`config.mk`:
```
export PLATFORM = sky130hd
export DESIGN_NAME = core_output_buf
export DESIGN_NICKNAME = d
export VERILOG_FILES = /design/src/rtl/core_output_buf.sv
export SDC_FILE = /design/constraint.sdc
export NUM_CORES = 2
export LEC_CHECK = 0
export ABC_AREA = 1
export BUFFER_PORTS_ARGS = -buffer_cell sky130_fd_sc_hd__buf_4
export CAP_MARGIN = 20
export CORE_UTILIZATION = 45
export DETAILED_ROUTE_END_ITERATION = 10
export PLACE_DENSITY_LB_ADDON = 0.25
export SLEW_MARGIN = 20
export SYNTH_ARGS = -nofsm -noshare
export SYNTH_HDL_FRONTEND = slang
export SYNTH_SLANG_ARGS = --single-unit
export TNS_END_PERCENT = 20
```
`constraint.sdc`:
```
create_clock -name CLK -period 3.4 [get_ports CLK]
set_input_delay 0.85 -clock CLK [delete_from_list [all_inputs] [get_ports CLK]]
set_output_delay 0.85 -clock CLK [all_outputs]
set_load 0.02 [all_outputs]
```
`src/rtl/core_output_buf.sv`:
```
// Two-slot result buffer: 8x64-bit words in from the sha512 core, 16x32-bit words out MSW first (err port with OUTBUF_ERR_EN).
// Latency: accepted rd_en -> out_start after START_DLY cycles, data on the following 16 cycles, back-to-back streams contiguous.
// Backpressure: wr_rdy low while both slots are held; rd_en is ignored unless out_ready is high.
module core_output_buf #(
    parameter int SLOTS     = 2,
    parameter int START_DLY = 2
) (
    input  logic        CLK,
    input  logic        rst_n,
    input  logic [63:0] din,
    input  logic        wr_en,
    input  logic        wr_start,
    input  logic        wr_ctx_num,
    input  logic        wr_seq_num,
    output logic        wr_rdy,
    input  logic        rd_en,
    output logic        out_ready,
    output logic        out_ctx_num,
    output logic        out_seq_num,
    output logic        out_start,
    output logic [31:0] dout
`ifdef OUTBUF_ERR_EN
    ,
    output logic        err
`endif
);

    localparam logic [2:0] S_EMPTY = 3'd0;
    localparam logic [2:0] S_FILL  = 3'd1;
    localparam logic [2:0] S_FULL  = 3'd2;
    localparam logic [2:0] S_REQ   = 3'd3;
    localparam logic [2:0] S_READ  = 3'd4;

    localparam logic [1:0] ST_IDLE   = 2'd0;
    localparam logic [1:0] ST_DELAY  = 2'd1;
    localparam logic [1:0] ST_START  = 2'd2;
    localparam logic [1:0] ST_STREAM = 2'd3;

    localparam logic [3:0] DLY_INIT  = 4'(START_DLY - 1);
    localparam logic [1:0] ACC_STATE = (DLY_INIT == 4'd0) ? ST_START : ST_DELAY;

    logic [2:0]   r_slot_st [SLOTS];
    logic [511:0] r_data    [SLOTS];
    logic         r_ctx     [SLOTS];
    logic         r_seq     [SLOTS];

    logic         r_wr_ptr;
    logic         r_rq_ptr;
    logic         r_rd_ptr;
    logic [2:0]   r_wr_cnt;
    logic [1:0]   r_state;
    logic [3:0]   r_idx;
    logic [3:0]   r_dly;
    logic         r_pend;
    logic [31:0]  r_dout;

    logic         w_wr_fill;
    logic         w_wr_start;
    logic         w_wr_word;
    logic [8:0]   w_wr_base;
    logic         w_out_rdy;
    logic         w_rd_acc;
    logic         w_last;
    logic         w_chain;
    logic         w_nxt_ptr;
    logic [3:0]   w_nxt_idx;
    logic [31:0]  w_nxt_word;

    assign w_wr_fill  = (r_slot_st[r_wr_ptr] == S_FILL);
    assign wr_rdy     = (r_slot_st[r_wr_ptr] == S_EMPTY) || w_wr_fill;
    assign w_wr_start = wr_en && wr_rdy && wr_start;
    assign w_wr_word  = wr_en && w_wr_fill && !wr_start;
    assign w_wr_base  = {r_wr_cnt, 6'd0};

    // r_rq_ptr names the next slot to be requested; r_rd_ptr the slot being streamed
    assign w_out_rdy   = (r_slot_st[r_rq_ptr] == S_FULL) && !r_pend;
    assign w_rd_acc    = rd_en && w_out_rdy;
    assign out_ready   = w_out_rdy;
    assign out_ctx_num = r_ctx[r_rq_ptr];
    assign out_seq_num = r_seq[r_rq_ptr];

    // A queued request whose delay has elapsed starts on the cycle carrying word 0
    assign w_last    = (r_state == ST_STREAM) && (r_idx == 4'd0);
    assign w_chain   = w_last && r_pend && (r_dly == 4'd0);
    assign out_start = (r_state == ST_START) || w_chain;

    assign w_nxt_ptr  = w_last ? ~r_rd_ptr : r_rd_ptr;
    assign w_nxt_idx  = ((r_state == ST_STREAM) && (r_idx != 4'd0)) ? (r_idx - 4'd1) : 4'd15;
    assign w_nxt_word = r_data[w_nxt_ptr][{w_nxt_idx, 5'd0} +: 32];

    assign dout = r_dout;

    always_ff @(posedge CLK or negedge rst_n) begin
        if (!rst_n) begin
            for (int i = 0; i < SLOTS; i++) begin
                r_slot_st[i] <= S_EMPTY;
                r_data[i]    <= '0;
                r_ctx[i]     <= 1'b0;
                r_seq[i]     <= 1'b0;
            end
            r_wr_ptr <= 1'b0;
            r_rq_ptr <= 1'b0;
            r_rd_ptr <= 1'b0;
            r_wr_cnt <= 3'd0;
            r_state  <= ST_IDLE;
            r_idx    <= 4'd0;
            r_dly    <= 4'd0;
            r_pend   <= 1'b0;
            r_dout   <= 32'd0;
        end else begin
            if (w_wr_start) begin
                r_data[r_wr_ptr][63:0] <= din;
                r_ctx[r_wr_ptr]        <= wr_ctx_num;
                r_seq[r_wr_ptr]        <= wr_seq_num;
                r_slot_st[r_wr_ptr]    <= S_FILL;
                r_wr_cnt               <= 3'd1;
            end else if (w_wr_word) begin
                r_data[r_wr_ptr][w_wr_base +: 64] <= din;
                if (r_wr_cnt == 3'd7) begin
                    r_slot_st[r_wr_ptr] <= S_FULL;
                    r_wr_ptr            <= ~r_wr_ptr;
                    r_wr_cnt            <= 3'd0;
                end else begin
                    r_wr_cnt <= r_wr_cnt + 3'd1;
                end
            end

            if (w_rd_acc) begin
                r_slot_st[r_rq_ptr] <= S_REQ;
                r_rq_ptr            <= ~r_rq_ptr;
                r_pend              <= 1'b1;
                r_dly               <= DLY_INIT;
            end

            case (r_state)
                ST_IDLE: begin
                    if (w_rd_acc) r_state <= ACC_STATE;
                end
                ST_DELAY: begin
                    r_dly <= r_dly - 4'd1;
                    if (r_dly == 4'd1) r_state <= ST_START;
                end
                ST_START: begin
                    r_state             <= ST_STREAM;
                    r_idx               <= 4'd15;
                    r_dout              <= w_nxt_word;
                    r_slot_st[r_rd_ptr] <= S_READ;
                    r_pend              <= 1'b0;
                end
                ST_STREAM: begin
                    if (r_idx != 4'd0) begin
                        r_idx  <= w_nxt_idx;
                        r_dout <= w_nxt_word;
                        if (r_pend && (r_dly != 4'd0)) r_dly <= r_dly - 4'd1;
                    end else begin
                        r_slot_st[r_rd_ptr] <= S_EMPTY;
                        r_rd_ptr            <= ~r_rd_ptr;
                        if (w_chain) begin
                            r_idx                <= 4'd15;
                            r_dout               <= w_nxt_word;
                            r_slot_st[~r_rd_ptr] <= S_READ;
                            r_pend               <= 1'b0;
                        end else if (w_rd_acc) begin
                            r_state <= ACC_STATE;
                        end else if (r_pend) begin
                            r_dly   <= r_dly - 4'd1;
                            r_state <= (r_dly == 4'd1) ? ST_START : ST_DELAY;
                        end else begin
                            r_state <= ST_IDLE;
                        end
                    end
                end
                default: r_state <= ST_IDLE;
            endcase
        end
    end

`ifdef OUTBUF_ERR_EN
    logic r_err;
    logic w_err_ev;

    assign w_err_ev = (wr_en && !wr_rdy)
                   || (wr_en && wr_start && w_wr_fill)
                   || (wr_en && !wr_start && !w_wr_fill)
                   || (rd_en && !w_out_rdy);

    always_ff @(posedge CLK or negedge rst_n) begin
        if (!rst_n) begin
            r_err <= 1'b0;
        end else if (w_err_ev) begin
            r_err <= 1'b1;
        end
    end

    assign err = r_err;
`endif

endmodule

```
==> summary.json <==
{
  "synth.avg_cell_area": {"value": 7.56, "unit": "um^2"},
  "floorplan.die_area": {"value": 123000, "unit": "um^2"},
  "synth_seq_cells": {"value": 1083},
  "crit_chain": {"value": "inv_1 > ha_4 > nand2_8 > nor2_4 > nand3_2 > o21ai_0 > buf_4"},
  "grt_antenna_before_repair": {"value": 9},
  "slew_viol_final": {"value": 0},
  "first_global_vias": {"value": 46038},
  "required": {"value": 2550, "unit": "ps"},
  "clock_insertion_delay_worst_skew": {"value": 730, "unit": "ps"},
  "x_dimension_of_the_die": {"value": 350, "unit": "um"},
  "final_net_count": {"value": 7128},
  "outcome": {"value": "finished clean"},
  "proportion_of_register_bits_with_asynchronous_set_or_reset_after_synthesis": {"value": 100, "unit": "%"},
  "leading_post_synthesis_cells_by_instance_count": {"value": "2,156 x nand2_1, 1,136 x inv_1, 1,083 x dfrtp_1, 831 x nand3_1, 824 x o21ai_0"},
  "synth_top_cell_area_share": {"value": 49.7, "unit": "%"},
  "final_util": {"value": 50.8, "unit": "%"},
  "drive_above_1_share": {"value": 7.08, "unit": "%"},
  "setup-tns-final": {"value": 0, "unit": "ps"},
  "maxClockFrequency": {"value": 306, "unit": "MHz"},
  "post_drt_via_cell_ratio": {"value": 5.50},
  "grt_max_degree": {"value": 147},
  "critPathCaptureType": {"value": "output port"},
  "post-dp-hpwl": {"value": 104000, "unit": "um"},
  "placement_rows": {"value": 127},
  "die_h": {"value": 350, "unit": "um"},
  "detail_route.wirelength": {"value": 183000, "unit": "um"},
  "post_cts.repair.setup_buffers": {"value": 0},
  "p_seq_share": {"value": 35.7, "unit": "%"},
  "cell_types_occupying_the_most_area_after_synthesis": {"value": "dfrtp_1 50%, nand2_1 15%, inv_1 7.8%, nand3_1 7.6%, o21ai_0 7.6%"},
  "finalCriticalPeriod": {"value": 3270, "unit": "ps"},
  "pin_count": {"value": 108},
  "area_delta_synth_final": {"value": 11.9, "unit": "%"},
  "vdd_drop_max": {"value": 0.000721, "unit": "V"},
  "vias": {"value": 48225},
  "post_synthesis_cell_area": {"value": 54500, "unit": "um^2"},
  "critPathMaxStageDelay": {"value": 470, "unit": "ps"},
  "ctsRootBufferMaster": {"value": "clkbuf_16"},
  "placeableCoreArea": {"value": 120000, "unit": "um^2"},
  "antenna_violating_nets_remaining": {"value": 0},
  "yosysWarnings": {"value": 0},
  "power_per_cell_area": {"value": 807, "unit": "nW/um^2"},
  "holdBufCountCts": {"value": 0},
  "number_of_input_and_output_port_buffers_inserted": {"value": 107},
  "synth.lib_cells_used.distinct": {"value": 43},
  "seq_area_frac_synth": {"value": 49.7, "unit": "%"},
  "synthDominantAreaCellType": {"value": "dfrtp_1"},
  "worst_path_fanout_max": {"value": 5},
  "fin_skew": {"value": 28.3, "unit": "ps"},
  "drt_drc_violations_left": {"value": 0},
  "timing.hold.worst.class": {"value": "input pin to asynchronous set/reset pin"},
  "dpl_cell_area": {"value": 57100, "unit": "um^2"},
  "worst_slew_pin_tran": {"value": 1080, "unit": "ps"},
  "period_share": {"value": 96.1, "unit": "%"},
  "initial_core_util": {"value": 45.4, "unit": "%"},
  "critical_path.slowest_cell": {"value": "dfrtp_4"},
  "grt_first_pass_wirelength": {"value": 284000, "unit": "um"},
  "setup.worst_path.class": {"value": "flop to output port"},
  "tritoncts": {"value": "built"},
  "synth_net_count": {"value": 7290},
  "design_area": {"value": 61000, "unit": "um^2"},
  "grt_remaining_overflow": {"value": 0},
  "net-switching-power": {"value": 20.2, "unit": "mW"},
  "report.final.setup_viol": {"value": 0},
  "detail_route.wl_per_cell": {"value": 20.9, "unit": "um"},
  "synth_top_flop_cell": {"value": "dfrtp_1"},
  "worst-r2r-setup-slack": {"value": 150, "unit": "ps"},
  "r2r-start": {"value": "r_wr_ptr"},
  "synthMostInstantiatedCell": {"value": "nand2_1"},
  "power.internal": {"value": 29.0, "unit": "mW"},
  "startpoint_type": {"value": "flop"},
  "max-clock-path-buffers": {"value": 3},
  "grt_setup_unrepaired": {"value": "no"},
  "hold_vio_cnt_final": {"value": 0},
  "finalWeightedCongestion": {"value": 0.833},
  "cts_inserted_buffers": {"value": 116},
  "clock_tree.htree_level_count": {"value": 3},
  "synth_cells": {"value": 7212},
  "number_of_drc_markers_in_iteration_0": {"value": 5127},
  "max_cap_violations": {"value": 0},
  "clkSlewWorstSetupHoldPaths": {"value": 60, "unit": "ps"},
  "cp_data_arrival_time": {"value": 2420, "unit": "ps"},
  "dr.pass1.iters": {"value": 9},
  "p_leak": {"value": 30.0, "unit": "nW"},
  "slew_headroom": {"value": 28.1, "unit": "%"},
  "critPathLaunch": {"value": "r_idx[0]"},
  "number_of_flops_mapped_to_enable_cells_by_yosys": {"value": 0},
  "cts_num_sinks": {"value": 1083},
  "clock_power_share": {"value": 26.6, "unit": "%"},
  "power.switching_fraction": {"value": 41.1, "unit": "%"},
  "gr-usage-all-layers": {"value": 30.1, "unit": "%"},
  "rr_worst_depth": {"value": 9},
  "p_comb_share": {"value": 37.6, "unit": "%"}
}
flip-flops by register name (all words and copies together) (netlist names), 2 cells and up:
signal and count:
r_state 2, r_wr_cnt 3, r_data 1024, r_idx 4, r_seq 2, r_dly 4
r_ctx 2, r_slot_st 6, dout 32
per-stage QoR:
| stage | worst slack [ps] | cells | power, mW | hold WS, ps |
|---|---|---|---|---|
| finish | 133 | 8761 | 49.3 | 73.6 |
| global route | 4.92 | 8758 | 52.2 | 90.7 |
| CTS | 55.9 | 8754 | 49.2 | 79.7 |
| detailed placement | 143 | 8544 | 36.0 | 462 |
| global placement | 171 | 8544 | 35.6 | 457 |
| floorplan | 1120 | 7212 | 29.3 | 443 |
metal layers:
layer  global-route usage, %  part of all wire (%)  vias up
li1                        -                     -    22517
met1                    40.3                    42    23292
met2                    48.8                    46     2039
met3                    4.95                   7.8      371
met4                    12.0                   4.0        6
met5                       0                 0.022        -
critical path, delay by kind of cell (launching register included):
| kind | cells | cell delay [ps] |
|---|---|---|
| flops | 1 | 470 |
| buf+inv | 2 | 400 |
| simple gates | 3 | 380 |
| fa+ha+maj | 1 | 240 |
| compound gates | 1 | 200 |
cells in the final DEF, fill, tap and decap left out, types with 6 or more instances in the layout:
| master | count |
|---|---|
| clkbuf_8 | 30 |
| clkinv_2 | 17 |
| nand3b_1 | 32 |
| inv_2 | 6 |
| ha_1 | 6 |
| nor2_4 | 8 |
| nand2_4 | 17 |
| bufinv_16 | 7 |
| o31ai_1 | 27 |
| o21ai_0 | 824 |
| nand3_1 | 831 |
| nand2_1 | 2139 |
| clkbuf_16 | 121 |
| clkbuf_1 | 30 |
| a21oi_1 | 95 |
| diode_2 | 7 |
| o21ai_1 | 118 |
| buf_12 | 67 |
| dfrtp_1 | 1081 |
| inv_1 | 1133 |
| nor2_1 | 100 |
| o2111ai_1 | 192 |
| buf_4 | 186 |
| o31ai_2 | 21 |
power by group through the flow:
stage	Clock, mW	Sequential [mW]	Combinational [mW]
floorplan	0	17.3	11.9
global placement	0	17.7	18.0
detailed placement	0	17.7	18.2
CTS	13.3	17.5	18.3
global route	13.8	17.9	20.5
finish	13.1	17.6	18.5
final cells by class:
class,instances,area (um^2)
fillers,11547,59000
flip-flops and latches,1083,27100
multi-input cells,4448,20900
inverters,1146,4330
clock buffers,181,3550
repair buffers,255,2760
well taps,1612,2020
clock inverters,29,365
diodes,7,17.5
final timing paths:
kind                                    end
worst max-delay path              out_start
worst min-delay path            r_data[781]
worst min register to register  r_data[615]
worst max register to register  r_data[575]
min in group CLK                r_data[514]
max in group asynchronous       r_data[670]
cell families after synthesis:
family / count (synthesis) / share of synthesized area (%)
flip-flops: 1083 / 49.7
AND/OR/NAND/NOR: 3147 / 24.0
buffers and inverters: 1681 / 12.4
AO/OA/AOI/OAI: 1291 / 13.7
XOR/XNOR: 3 / 0.0482
adder cells (fa/ha/maj): 7 / 0.161
what timing repair did:
action                                  CTS  global route
endpoints found under the setup margin    1             6
gates resized for setup                   1             2
hold endpoints to repair                  0             0
Note: power is estimated with default switching activity, not from simulation.
